===== src/rtl/if_fetch_ctrl.sv =====
// Instruction-fetch requester: holds the ROM address, buffers answers in a small FIFO,
// and serves decode with valid/ready. Optional perf counters under FETCH_PERF_EN.
module if_fetch_ctrl #(
  parameter logic [31:0] RESET_PC  = 32'h0000_0000,
  parameter int          BUF_DEPTH = 2,
  parameter logic [31:0] NOP_INSTR = 32'h0000_0013
) (
  input  logic        clk,
  input  logic        rst,
  output logic [31:0] mem_pc,
  input  logic [31:0] mem_instr,
  input  logic        mem_ready,
  input  logic        redirect_valid,
  input  logic [31:0] redirect_pc,
  output logic        if_valid,
  output logic [31:0] if_instr,
  output logic [31:0] if_pc,
  input  logic        id_ready,
  output logic [31:0] perf_fetch_cnt,
  output logic [31:0] perf_stall_cnt
);

  localparam int PTR_W = (BUF_DEPTH > 1) ? $clog2(BUF_DEPTH) : 1;
  localparam int CNT_W = PTR_W + 1;

  logic [31:0]      buf_pc    [BUF_DEPTH];
  logic [31:0]      buf_instr [BUF_DEPTH];
  logic [PTR_W-1:0] rd_ptr;
  logic [PTR_W-1:0] wr_ptr;
  logic [CNT_W-1:0] count;
  logic             pc_stable;
  logic             full;
  logic             pop_req;
  logic             pop;
  logic             accept;
  logic [31:0]      pc_next;
  logic [1:0]       unused_bits;

  assign unused_bits = redirect_pc[1:0];

  assign full     = (count == CNT_W'(BUF_DEPTH));
  assign if_valid = (count != '0);
  assign pop_req  = if_valid & id_ready;
  assign pop      = pop_req & ~redirect_valid;
  assign accept   = mem_ready & pc_stable & ~redirect_valid & (~full | pop_req);

  assign if_instr = if_valid ? buf_instr[rd_ptr] : NOP_INSTR;
  assign if_pc    = if_valid ? buf_pc[rd_ptr]    : 32'h0;

  always_comb begin
    pc_next = mem_pc;
    if (redirect_valid)
      pc_next = {redirect_pc[31:2], 2'b00};
    else if (accept)
      pc_next = mem_pc + 32'd4;
  end

  // Control state: address, stability flag and FIFO pointers
  always_ff @(posedge clk) begin
    if (rst) begin
      mem_pc    <= {RESET_PC[31:2], 2'b00};
      pc_stable <= 1'b0;
      rd_ptr    <= '0;
      wr_ptr    <= '0;
      count     <= '0;
    end else begin
      mem_pc    <= pc_next;
      // A redirect to the same address still restarts the ROM, so stability drops.
      pc_stable <= ~redirect_valid & (pc_next == mem_pc);
      if (redirect_valid) begin
        rd_ptr <= '0;
        wr_ptr <= '0;
        count  <= '0;
      end else begin
        if (accept) wr_ptr <= wr_ptr + PTR_W'(1);
        if (pop)    rd_ptr <= rd_ptr + PTR_W'(1);
        case ({accept, pop})
          2'b10:   count <= count + CNT_W'(1);
          2'b01:   count <= count - CNT_W'(1);
          default: count <= count;
        endcase
      end
    end
  end

  // FIFO storage carries data only, so it is left out of reset
  always_ff @(posedge clk) begin
    if (accept) begin
      buf_pc[wr_ptr]    <= mem_pc;
      buf_instr[wr_ptr] <= mem_instr;
    end
  end

`ifdef FETCH_PERF_EN
  logic [31:0] fetch_cnt;
  logic [31:0] stall_cnt;

  always_ff @(posedge clk) begin
    if (rst) begin
      fetch_cnt <= 32'h0;
      stall_cnt <= 32'h0;
    end else begin
      if (accept)
        fetch_cnt <= fetch_cnt + 32'd1;
      if (id_ready & ~if_valid & ~redirect_valid)
        stall_cnt <= stall_cnt + 32'd1;
    end
  end

  assign perf_fetch_cnt = fetch_cnt;
  assign perf_stall_cnt = stall_cnt;
`else
  assign perf_fetch_cnt = 32'h0;
  assign perf_stall_cnt = 32'h0;
`endif

endmodule

===== config.mk =====
export PLATFORM = sky130hd
export DESIGN_NAME = if_fetch_ctrl
export DESIGN_NICKNAME = d
export VERILOG_FILES = /design/src/rtl/if_fetch_ctrl.sv
export SDC_FILE = /design/constraint.sdc
export NUM_CORES = 1
export LEC_CHECK = 0
export BUFFER_PORTS_ARGS = -buffer_cell sky130_fd_sc_hd__buf_2
export CAP_MARGIN = 20
export CELL_PAD_IN_SITES_DETAIL_PLACEMENT = 2
export CELL_PAD_IN_SITES_GLOBAL_PLACEMENT = 2
export CORE_MARGIN = 2
export CORE_UTILIZATION = 36
export CTS_CLUSTER_DIAMETER = 100
export DETAILED_ROUTE_END_ITERATION = 8
export PLACE_DENSITY_LB_ADDON = 0.1
export SKIP_LAST_GASP = 1
export SLEW_MARGIN = 20
export SYNTH_ARGS = -nofsm -noshare
export SYNTH_HDL_FRONTEND = slang
export SYNTH_SLANG_ARGS = --single-unit

===== constraint.sdc =====
create_clock -name clk -period 9.7 [get_ports clk]
set_input_delay 1.455 -clock clk [delete_from_list [all_inputs] [get_ports clk]]
set_output_delay 1.455 -clock clk [all_outputs]
set_load 0.005 [all_outputs]

==> metrics <==
CP max FO=39; commonest non-fill, non-tap cell in the layout=buf_2; Starting Density=0.363; die area=0.0222 sq mm; post-synth cell types=56; final clock skew=0.00907 ns; Worst-path clk slew=0.07 ns; Total Neg Setup Slack=0 ns; Top delay family on crit path=simple AND/OR/NAND/NOR gates; initial antenna violation count=0; Yosys top cell area share=0.508; crit path launch type=primary input; max-cap violations=0; FMAX=263 MHz; max_slew headroom=0.350; measured slew at the worst slew-check pin=0.975 ns; Avg WL per Cell=18.9 microns; R2R setup slack=6.85 ns; EDFF count, synth=128; worst-path cell chain=buf_2 > nand3b_4 > nor2_8 > inv_2 > nor2_4 > buf_4; vias per std cell=4.95; Core ar.=0.0208 sq mm; post-route ant nets=0; status=complete, no violations; Die Width=149 microns; Post-Layout Cell Count=1,051; clk root buf=clkbuf_16; worst endpoint required time=9.76 ns; ys async rst share=0; CP endpoint kind=register; reg-to-reg endpoint=buf_pc[0][18]$_DFFE_PP_; Worst Hold Launch=mem_pc[0]$_SDFF_PP0_; GRT Util Overall=0.180; dominant synthesized flop cell=edfxtp_1; CP Buf/Inv Count=3; synthesized area=0.00757 sq mm; largest area contributor in the netlist=edfxtp_1; Max Slew Vio Count=0; leakage=3.38 nW; post_cts resized=0; synth top area cells=edfxtp_1 51%, dfxtp_1 10%, mux2i_1 8.6%, buf_4 6.7%, nor2_1 4.8%; drt total wl=19,900 microns; Syn-to-layout area delta=18.3%; # Post-CTS Setup Buffers=0; peak supply drop=0.120 mV; CP arrival=3.87 ns; CTS H-tree depth=4; TritonCTS Buffers=17; hold-fix buffer count after cts=0; Bufs on Longest Clock Path=2; first-pass GRT wire length=30,600 microns; clock sink count=166; RSZ-0062 raised after global routing=no; DRC=0; count of final setup violators=0; Synth Warn #=0; Hold Path End=buf_pc[1][0]$_DFFE_PP_; RR Startpoint=count[0]$_SDFFE_PP0P_; commonest cells after routing, fill and taps aside=163 x buf_2, 128 x edfxtp_1, 94 x nor2_1; period utilization=0.393; IO Port Bufs=163; syn_area_per_cell=12.4 sq um; Placer Congestion=0.719; Nets=834; Power, Total=1.55 mW; Worst path max stage delay=0.76 ns; Crit Path Category=in -> reg; DRT iter0 DRCs=206; Cell Count Post-Placement=1,019; HP Class=reg -> reg; Min Clock Period, post-route=3.81 ns; clk_lat worst skew=0.43 ns; PwrDens=174 mW/mm^2; worst r2r path cells=5; vias=5,206; Seq/Total Area, Yosys=0.608; FF+latch count, synth=166; vias in the first global route=5,605; Detailed Place HPWL=13,700 microns; critical path depth=6; CP max stage cell=nor2_4; CTS tree=built; layout cells sized above 1=0.273; Hold Vio Cnt, Final=0; 1st-pass router iterations=4; grt ovf=0; Cell Rows=53; Gate Count Post-Synth=612; largest net degree at the start of global routing=65; Die H=149 microns; ant diodes=0; hold path depth=0; IO Pins=230
cells by family after synthesis:
group	count (synthesis)	synth area share
and+or+nand+nor	207	0.143
DFF	166	0.608
buffers and inverters	104	0.0893
muxes	65	0.0860
AOI/OAI and AO/OA	55	0.0562
xor gates and xnor gates	12	0.0139
adders and majority gates	2	0.00331
other	1	0.000495
area by class of cell:
class                   instances  area [sq um]
flip-flops and latches        166          4610
multi-input cells             405          2540
well taps                     275           344
repair buffers                167           846
fillers                      2201         11900
clock buffers                  17           425
clock inverters                15           161
inverters                       6          22.5
Yosys cell counts (3+ instances only):
library cell    n
buf_1           3
buf_2           6
or4_1          10
or3_1           6
edfxtp_1      128
nor3_1          7
o211ai_1        4
nor4_1          8
xnor2_1         7
and3_1          9
a311oi_1       10
dfxtp_1        38
buf_4          68
a32oi_1         3
inv_1           5
nor2_1         96
mux2i_1        65
nand3_1        13
nand4_1        12
o21ai_0         6
nand2_1        21
clkbuf_1       18
xor2_1          5
o31ai_1        10
and4_1          5
a211oi_1       12
buf_6           3
through the flow:
stage                     hold slack [ns]  setup WS, ns  cell area, sq um   util
after floorplan                     0.463          4.38              7800      -
after global placement              0.450          5.52              8370  0.402
after detailed placement            0.458          5.43              8370  0.402
after CTS                           0.476          5.88              8950  0.430
after global routing                0.503          5.71              8950  0.430
final                               0.469          5.89              8950  0.430
worst max-delay path by stage:
stage,start,endpoint
2_1_floorplan,redirect_valid,buf_instr[0][0]$_DFFE_PP_
3_3_place_gp,redirect_valid,buf_pc[0][15]$_DFFE_PP_
3_5_place_dp,redirect_valid,buf_pc[0][17]$_DFFE_PP_
4_1_cts,redirect_valid,buf_pc[0][18]$_DFFE_PP_
5_1_grt,redirect_valid,buf_pc[0][14]$_DFFE_PP_
6_report,redirect_valid,buf_pc[0][18]$_DFFE_PP_
layer usage:
metal / vias to the layer above / GRT usage / routed length, microns
met3: 16 / 0.0364 / 897
met4: 0 / 0.0490 / 227
li1: 2441 / - / -
met2: 144 / 0.320 / 10200
met1: 2605 / 0.222 / 8530
met5: - / 0 / 0
report_power, final:
group          internal, mW  switching, mW
Clock                 0.366          0.309
Sequential            0.780         0.0209
Combinational        0.0315         0.0475
flip-flops by register name, indices dropped and copies added (netlist names), named ones only:
name and cells:
wr_ptr 1, buf_pc 64, rd_ptr 1, mem_pc 32
count 2, pc_stable 1, buf_instr 64
(Power assumes the default switching activity.)
